File: src/rtl/packet_buffer.sv
// packet_buffer: single TX packet buffer feeding one sender slot.
// Packets are written one per cycle in FILL and committed as a batch. The
// buffer then raises a send request and serves CH0/CH1 pairs at the sender's
// index until the sender acks the batch.

package packet_buffer_pkg;
  typedef struct packed {
    logic        valid;
    logic        sop;
    logic        eop;
    logic [31:0] data;
  } t_avst_rx;

  typedef struct packed {
    t_avst_rx ch1;
    t_avst_rx ch0;
  } t_avst_rxs;
endpackage

module packet_buffer
  import packet_buffer_pkg::*;
#(
  parameter int BUF_SIZE      = 8,
  parameter int LOG2_BUF_SIZE = $clog2(BUF_SIZE)
) (
  input  logic                     clk,
  input  logic                     rst_n,
  input  logic                     i_wr_valid,
  input  t_avst_rx                 i_wr_pkt,
  input  logic                     i_commit,
  output logic                     o_wr_ready,
  output logic [LOG2_BUF_SIZE:0]   o_buf_size,
  output logic                     o_send_req,
  input  logic                     i_send_ack,
  input  logic [LOG2_BUF_SIZE-1:0] i_buf_idx,
  output t_avst_rxs                o_packet,
  output logic [LOG2_BUF_SIZE:0]   o_count,
  output logic                     o_overflow
);

  typedef enum logic {ST_FILL, ST_REQ} state_t;

  localparam logic [LOG2_BUF_SIZE:0] FULL_COUNT = BUF_SIZE[LOG2_BUF_SIZE:0];
  localparam logic [LOG2_BUF_SIZE:0] ONE        = {{LOG2_BUF_SIZE{1'b0}}, 1'b1};
  localparam logic [LOG2_BUF_SIZE:0] ZERO       = '0;

  state_t                   state_reg;
  logic [LOG2_BUF_SIZE:0]   count_reg;
  logic [LOG2_BUF_SIZE:0]   buf_size_reg;
  logic                     send_req_reg;
  logic                     overflow_reg;

  // Storage is not reset; entry validity is qualified by the count/batch size.
  t_avst_rx                 mem [BUF_SIZE];

  logic                     wr_accept;
  logic                     wr_drop;
  logic [LOG2_BUF_SIZE-1:0] wr_ptr;
  logic [LOG2_BUF_SIZE:0]   fill_total;
  logic [LOG2_BUF_SIZE:0]   rd_bound;
  logic [LOG2_BUF_SIZE:0]   idx_ext;
  logic [LOG2_BUF_SIZE:0]   idx_plus1;

  assign o_wr_ready = (state_reg == ST_FILL) && (count_reg < FULL_COUNT);
  assign wr_accept  = i_wr_valid && o_wr_ready;
  assign wr_drop    = i_wr_valid && !o_wr_ready;
  assign wr_ptr     = count_reg[LOG2_BUF_SIZE-1:0];
  // Batch total includes a write accepted in the same cycle as the commit.
  assign fill_total = wr_accept ? (count_reg + ONE) : count_reg;

  assign o_buf_size = buf_size_reg;
  assign o_send_req = send_req_reg;
  assign o_count    = count_reg;
  assign o_overflow = overflow_reg;

  // Control FSM: FILL accumulates packets, REQ holds the batch until acked.
  always_ff @(posedge clk or negedge rst_n) begin
    if (!rst_n) begin
      state_reg    <= ST_FILL;
      count_reg    <= '0;
      buf_size_reg <= '0;
      send_req_reg <= 1'b0;
      overflow_reg <= 1'b0;
    end else begin
      if (wr_drop) begin
        overflow_reg <= 1'b1;
      end
      case (state_reg)
        ST_FILL: begin
          count_reg <= fill_total;
          if (i_commit && (fill_total != ZERO)) begin
            state_reg    <= ST_REQ;
            buf_size_reg <= fill_total;
            send_req_reg <= 1'b1;
          end
        end
        ST_REQ: begin
          if (i_send_ack) begin
            state_reg    <= ST_FILL;
            count_reg    <= '0;
            send_req_reg <= 1'b0;
          end
        end
        default: begin
          state_reg <= ST_FILL;
        end
      endcase
    end
  end

  // Packet storage write port.
  always_ff @(posedge clk) begin
    if (wr_accept) begin
      mem[wr_ptr] <= i_wr_pkt;
    end
  end

  // Pair read: comparisons use one extra bit so idx+1 == BUF_SIZE stays out of range.
  always_comb begin
    rd_bound        = (state_reg == ST_REQ) ? buf_size_reg : count_reg;
    idx_ext         = {1'b0, i_buf_idx};
    idx_plus1       = idx_ext + ONE;
    o_packet.ch0    = mem[i_buf_idx];
    o_packet.ch1    = mem[idx_plus1[LOG2_BUF_SIZE-1:0]];
    if (idx_ext >= rd_bound) begin
      o_packet.ch0.valid = 1'b0;
    end
    if (idx_plus1 >= rd_bound) begin
      o_packet.ch1.valid = 1'b0;
    end
  end

endmodule

File: config.mk
export PLATFORM = sky130hd
export DESIGN_NAME = packet_buffer
export DESIGN_NICKNAME = d
export VERILOG_FILES = /design/src/rtl/packet_buffer.sv
export SDC_FILE = /design/constraint.sdc
export NUM_CORES = 1
export LEC_CHECK = 0
export CAP_MARGIN = 20
export CORE_AREA = 2 2 137 192
export CTS_CLUSTER_DIAMETER = 120
export DETAILED_ROUTE_END_ITERATION = 12
export DIE_AREA = 0 0 139 194
export GPL_ROUTABILITY_DRIVEN = 0
export HOLD_SLACK_MARGIN = 0.03
export MAX_ROUTING_LAYER = met4
export PLACE_DENSITY = 0.76
export SLEW_MARGIN = 20
export SYNTH_ARGS = -nofsm -noshare
export SYNTH_HDL_FRONTEND = slang
export SYNTH_SLANG_ARGS = --single-unit
File: constraint.sdc
create_clock -name clk -period 4.85 [get_ports clk]
set_input_delay 1.2125 -clock clk [delete_from_list [all_inputs] [get_ports clk]]
set_output_delay 1.2125 -clock clk [all_outputs]
set_load 0.02 [all_outputs]
==> metrics, run 1 <==
vias in the first global route=7521; Final Max Tran Viols=0; Area Overhead vs Synth=17.1%; htree depth=1; Layout fillers=1694; Worst Path Max Fanout=22; Logic pwr share=22.8%; reg2reg start=state_reg; R2R setup slack=around 2.4 ns; fin crit period=4.57 ns; routed len/inst=26.5 um; CP bufs+invs=3; status=completed; crit end category=output port; cell row count=around 70; Initial Util=between 50% and 60%; Worst R2R Path Depth=4; Global Route Usage Sum=about 22%; kind of critical path=primary input to output port; layout cell share with drive strength beyond 1=a little under a third; die area=27000 um2; I/O pin cnt=124; initial antenna violation count=1; vias per std cell=6.39; P_int=around 0.0048 W; CP cell instances=buf_4 > ha_4 > buf_12 > mux4_1 > mux2_2 > clkdlybuf4s50_1; worst hold start=o_overflow; worst slew pin tran=0.674 ns; top cell type by total area after synthesis=edfxtp_1; die height=slightly below 200 um; post-synth top area share=approximately three fifths; Vias=6928; worst vdd ir=around 0.5 mV; pin count of the biggest net entering global routing=73; Post-Syn Nets=671; Clk Latency, worst-skew pair=0.54 ns; hold path depth=1; ANT nets after route=0; number of max-cap violations=0; Post-synth EDFFs=280; residual DRC count=0; Chip Width=roughly 140 um; Starting DRT DRC Count=~390; Reg clk slew, reported paths=0.07 ns; count of final setup violators=0; Synth area leaders=edfxtp_1 (61%), mux4_2 (17%), mux4_1 (7.3%); critical path launch point type=primary input; Seq cells post-synth=~290; P_sw=0.00176 W; clock sinks=291; register area share after synthesis=a little under two thirds; IO buf count=around 120; syn_area_per_cell=approximately 22 um2; Clock Skews=about 0.023 ns; Clock power frac=28.4%; grt ovf=0; count leader, synth=edfxtp_1; CP Data Required Time=3.64 ns; Largest register FFs=280; power per cell area=408 nW/um2; final hold violation count=0; relative slew slack=55.0%; setup_tns=0 ns; first-pass GRT wire length=around 45000 um; Post-Syn Instances=619; Total Wirelength=roughly 29000 um; Worst path top cell family by delay=buffers and inverters; sequential power share=48.9%; Final HPWL DP=approximately 17000 um; clock buffer depth=3; switching portion of total power=27.0%; Synth cell types=36; CTS tree=built; Root Buffer=clkbuf_16; Inserted Clock Buffers=26; Power Total=around 0.0065 W; critical path's largest stage delay=about 0.60 ns; Post-CTS Setup Inserts=0; Mapped Area=13700 um2; Commonest cells post-synth=edfxtp_1 (280), mux4_2 (102), mux2_2 (68), mux4_1 (38), buf_6 (19); critical path arrival=approximately 3.4 ns; CORE AREA=25200 um2; Yosys warning count=0; CTS Hold Bufs=0; RSZ-0062 raised after global routing=no; hold crit path type=flop to flop; cells resized by post-CTS repair=0; Max Freq=219 MHz; largest register by flop count=mem; final period utilization=94.3%; CP max stage cell=clkdlybuf4s50_1; Finished Core Util=63.5%; endpoint of the worst-slack reg-to-reg timing path=mem[6][8]; final net count=roughly 800; TritonRoute pass-1 iters=4; FFs w/ async S/R, synth=3.78%; Hold EP=o_overflow; LEAKAGE=5.23 nW; Most used DFF post-synth=edfxtp_1
[worst max path at each step]
| stage | from | to | slack (ns) | depth (start not counted) |
|---|---|---|---|---|
| floorplan | i_wr_valid | mem[1][0] | 0.36 | 3 |
| finish | i_buf_idx[1] | o_packet[59] | 0.28 | 6 |
| global placement | i_buf_idx[1] | o_packet[50] | 0.27 | 6 |
| detailed placement | i_buf_idx[1] | o_packet[50] | 0.27 | 6 |
| global route | i_buf_idx[1] | o_packet[50] | 0.19 | 6 |
| CTS | i_buf_idx[1] | o_packet[50] | 0.26 | 6 |
[layout by cell type (no fill, tap or decap), types with 8 or more instances in the layout]
cell type / synthesis / routed
clkbuf_16: 0 / 27
ha_1: 9 / 8
clkinv_1: 0 / 9
nand2_1: 11 / 11
edfxtp_1: 280 / 280
mux4_2: 102 / 102
mux4_1: 38 / 38
clkdlybuf4s50_1: 0 / 120
dfrtp_1: 11 / 11
mux2_2: 68 / 68
buf_4: 5 / 14
[area by class of cell]
| class | instances | area, um2 | area share, % |
|---|---|---|---|
| flip-flops and latches | 291 | 8680 | 54.2 |
| multi-input cells | 283 | 4710 | 29.4 |
| repair buffers | 143 | 1460 | 9.13 |
| clock buffers | 31 | 691 | 4.31 |
| well taps | 319 | 399 | 2.49 |
| clock inverters | 15 | 66.3 | 0.414 |
| inverters | 2 | 7.51 | 0.0469 |
| diodes | 1 | 2.50 | 0.0156 |
[metrics by stage]
step / area, um2 / cells / hold WS (ns) / worst slack [ns]
2_1_floorplan: 13700 / 619 / 0.577 / 0.364
4_1_cts: 16000 / 1084 / 0.480 / 0.258
3_3_place_gp: 15300 / 1038 / 0.450 / 0.267
6_report: 16000 / 1085 / 0.472 / 0.276
3_5_place_dp: 15300 / 1038 / 0.461 / 0.268
5_1_grt: 16000 / 1085 / 0.509 / 0.195
[power by group through the flow]
stage	combinational (W)	clock (W)	sequential [W]
floorplan	0.000927	0	0.00320
CTS	0.00151	0.00188	0.00319
global placement	0.00147	0	0.00321
global route	0.00158	0.00198	0.00322
finish	0.00149	0.00185	0.00319
detailed placement	0.00150	0	0.00324
[routing by layer]
| layer | vias up | part of all wire (%) | GRT usage (%) |
|---|---|---|---|
| li1 | 2960 | - | - |
| met1 | 3704 | 38 | 27.6 |
| met2 | 224 | 54 | 39.2 |
| met3 | 40 | 5.3 | 3.19 |
| met4 | 0 | 1.9 | 6.10 |
| met5 | - | 0 | - |
[logic make-up (layout without fill, tap and decap cells)]
family / after synthesis / in the layout / synth area share (%)
XOR/XNOR: 3 / 3 / 0.384
flip-flops: 291 / 291 / 63.5
multiplexers: 215 / 215 / 30.2
other: 0 / 1 / 0
adder cells (fa/ha/maj): 9 / 9 / 0.823
AND/OR/NAND/NOR: 36 / 36 / 1.39
AO/OA/AOI/OAI: 20 / 20 / 1.11
buffers and inverters: 45 / 191 / 2.63
(Power assumes the default switching activity.)
==> inputs of run 2 (changes only) <==
- GPL_ROUTABILITY_DRIVEN: 0 -> not set
==> results of run 2 <==
No change in the layout: final DEF, timing and power equal those of run 1.
==> inputs of run 3 (changes only) <==
- CORE_AREA: 2 2 137 192 -> 2 2 141 197
- DIE_AREA: 0 0 139 194 -> 0 0 143 199
- PLACE_DENSITY: 0.76 -> 0.75
- clock period: 4.85 -> 4 ns (I/O delays scaled with it)
==> metrics, run 3 (same netlist as run 1, synthesis figures left out) <==
Logic pwr share=21.2% (-1.6 points); layout cell share with drive strength beyond 1=35.8% (+4.5 points); kind of critical path=primary input to output port; initial antenna violation count=1 (unchanged); vias in the first global route=7670 (+2.0%); CTS tree=built; count of final setup violators=0 (unchanged); RSZ-0062 raised after global routing=yes; number of max-cap violations=0 (unchanged); grt ovf=0 (unchanged); hold crit path type=flop to flop; post-placement cell area=15500 um2 (+1.6%); Max Freq=252 MHz; Placer Congestion=0.830; Reg clk slew, reported paths=0.07 ns (about the same); commonest cells after routing, fill and taps aside=edfxtp_1 (280), mux4_2 (105), mux2_2 (68), clkdlybuf4s50_1 (65), dlygate4sd2_1 (41); status=completed; CP max stage cell=mux4_1; pin count of the biggest net entering global routing=72 (-1.4%); Starting DRT DRC Count=406 (+3.6%); Largest register FFs=280 (unchanged); Total Wirelength=30500 um (+6.0%); die height=199 um (+2.6%); CTS Hold Bufs=0 (unchanged); Initial Util=51.2% (-3.1 points); LEAKAGE=5.57 nW (+6.6%); IO buf count=123 (unchanged); met1 Resource Use GR=27.9% (+0.28 points); htree depth=1 (unchanged); most common cell after layout, fill and taps aside=edfxtp_1; Power Total=0.00866 W (+33%); final period utilization=99.2%; critical path arrival=2.97 ns (-0.39 ns); ANT nets after route=0 (unchanged); Finished Cell Area=16600 um2 (+3.9%); Clock power frac=34.1% (+5.7 points); worst vdd ir=0.514 mV (+2.4%); Global Route Usage Sum=22.5% (+0.071 points); Clock Skews=0.0190 ns (-0.00415 ns); residual DRC count=0 (unchanged); CP cell instances=buf_6 > buf_6 > buf_16 > mux4_1 > mux2_2 > clkdlybuf4s50_1; setup_tns=0 ns (unchanged); P_sw=0.00228 W (+29%); Worst Path Max Fanout=17 (-23%); CORE AREA=26700 um2 (+6.1%); largest register by flop count=mem; worst slew pin tran=0.540 ns (-0.135 ns); cell row count=71 (+2.9%); final hold violation count=0 (unchanged); relative slew slack=64.0% (+9.0 points); final net count=814 (+1.9%); met3 usage=2.70% (-0.49 points); sequential power share=44.6% (-4.3 points); Worst path top cell family by delay=buffers and inverters; die area=28500 um2 (+5.5%); Inserted Clock Buffers=28 (+7.7%); CP bufs+invs=4 (+1); clock sinks=291 (unchanged); power per cell area=521 nW/um2 (+28%); most frequent CP cell=buf_6; Final HPWL DP=17400 um (+1.8%); Finished Core Util=62.2% (-1.3 points); critical path launch point type=primary input; Clk Latency, worst-skew pair=0.56 ns (+0.02 ns); vias per std cell=6.12 (-4.1%); critical path's largest stage delay=0.58 ns (-0.02 ns); CP Data Required Time=3.00 ns (-0.64 ns); first-pass GRT wire length=45800 um (+2.8%); fin crit period=~4.0 ns; I/O pin cnt=124 (unchanged); Top Usage Layer GRT=met2; Area Overhead vs Synth=21.6%; met2 Usage GRT=38.9% (-0.38 points); routed len/inst=26.5 um (about the same); crit end category=output port; switching portion of total power=26.3% (-0.64 points); Vias=7039 (+1.6%); Root Buffer=clkbuf_16; TritonRoute pass-1 iters=4 (unchanged); P_int=0.00638 W (+34%); clock buffer depth=3 (unchanged); Final Max Tran Viols=0 (unchanged); Chip Width=143 um (+2.9%)
run 3: cell types whose count changed in the layout (fill, tap and decap cells not counted), moves of 5 or more:
cell	change
buf_12	+6
buf_16	+5
bufinv_16	+8
clkbuf_2	+6
clkdlybuf4s50_1	-55
clkinv_1	-6
clkinvlp_4	+7
dlygate4sd2_1	+41
run 3: stage by stage:
| step | instances | hold WS [ns] | setup WS [ns] |
|---|---|---|---|
| 2_1_floorplan | 619 | 0.577 | 0.299 |
| 3_3_place_gp | 1090 | 0.451 | -0.175 |
| 3_5_place_dp | 1090 | 0.465 | -0.173 |
| 4_1_cts | 1147 | 0.482 | -0.0482 |
| 5_1_grt | 1150 | 0.516 | -0.0153 |
| 6_report | 1150 | 0.475 | 0.0308 |
run 3: repair_timing:
action | CTS | global route
pin swaps | 0 | 1
cloned | 2 | 1
resized for setup | 65 | 18
endpoints found under the hold margin | 0 | 0
setup buffers | 3 | 1
endpoints found under the setup margin | 51 | 23
run 3: cell type report:
class	count	area [um2]
Sequential cell	291	8680
Fill cell	1816	10100
Tap cell	365	457
Multi-Input combinational cell	283	4710
Antenna cell	1	2.50
Inverter	2	7.51
Clock buffer	29	714
Timing Repair Buffer	156	1710
Clock inverter	23	350
run 3: worst register-to-register path, delay by kind of cell (launching register included):
kind	cells	cell delay (ns)
buffers and inverters	1	0.31
DFF	1	0.51
and+or+nand+nor	3	0.91
run 3: path summary, 6_finish.rpt:
check / startpoint / end / slack [ns] / cells after the start
worst min register to register: o_send_req / o_send_req / 0.47 / 2
min in group asynchronous: rst_n / o_count[3] / 0.78 / 1
worst max register to register: o_count[3] / mem[1][18] / 1.94 / 4
worst min-delay path: o_send_req / o_send_req / 0.47 / 2
max in group asynchronous: rst_n / state_reg / 2.86 / 1
worst max-delay path: i_buf_idx[0] / o_packet[1] / 0.03 / 6
run 3: power groups by stage:
stage | registers (W) | logic (W) | clock network, W
3_3_place_gp | 0.00388 | 0.00187 | 0
3_5_place_dp | 0.00393 | 0.00190 | 0
5_1_grt | 0.00390 | 0.00196 | 0.00314
4_1_cts | 0.00387 | 0.00186 | 0.00302
2_1_floorplan | 0.00388 | 0.00113 | 0
6_report | 0.00387 | 0.00184 | 0.00296
run 3: routing by layer:
metal / wire length, um / up-vias
met4: 621 / 0
met1: 11700 / 3749
met3: 1530 / 41
met2: 16700 / 245
li1: - / 3004
met5: 0 / -
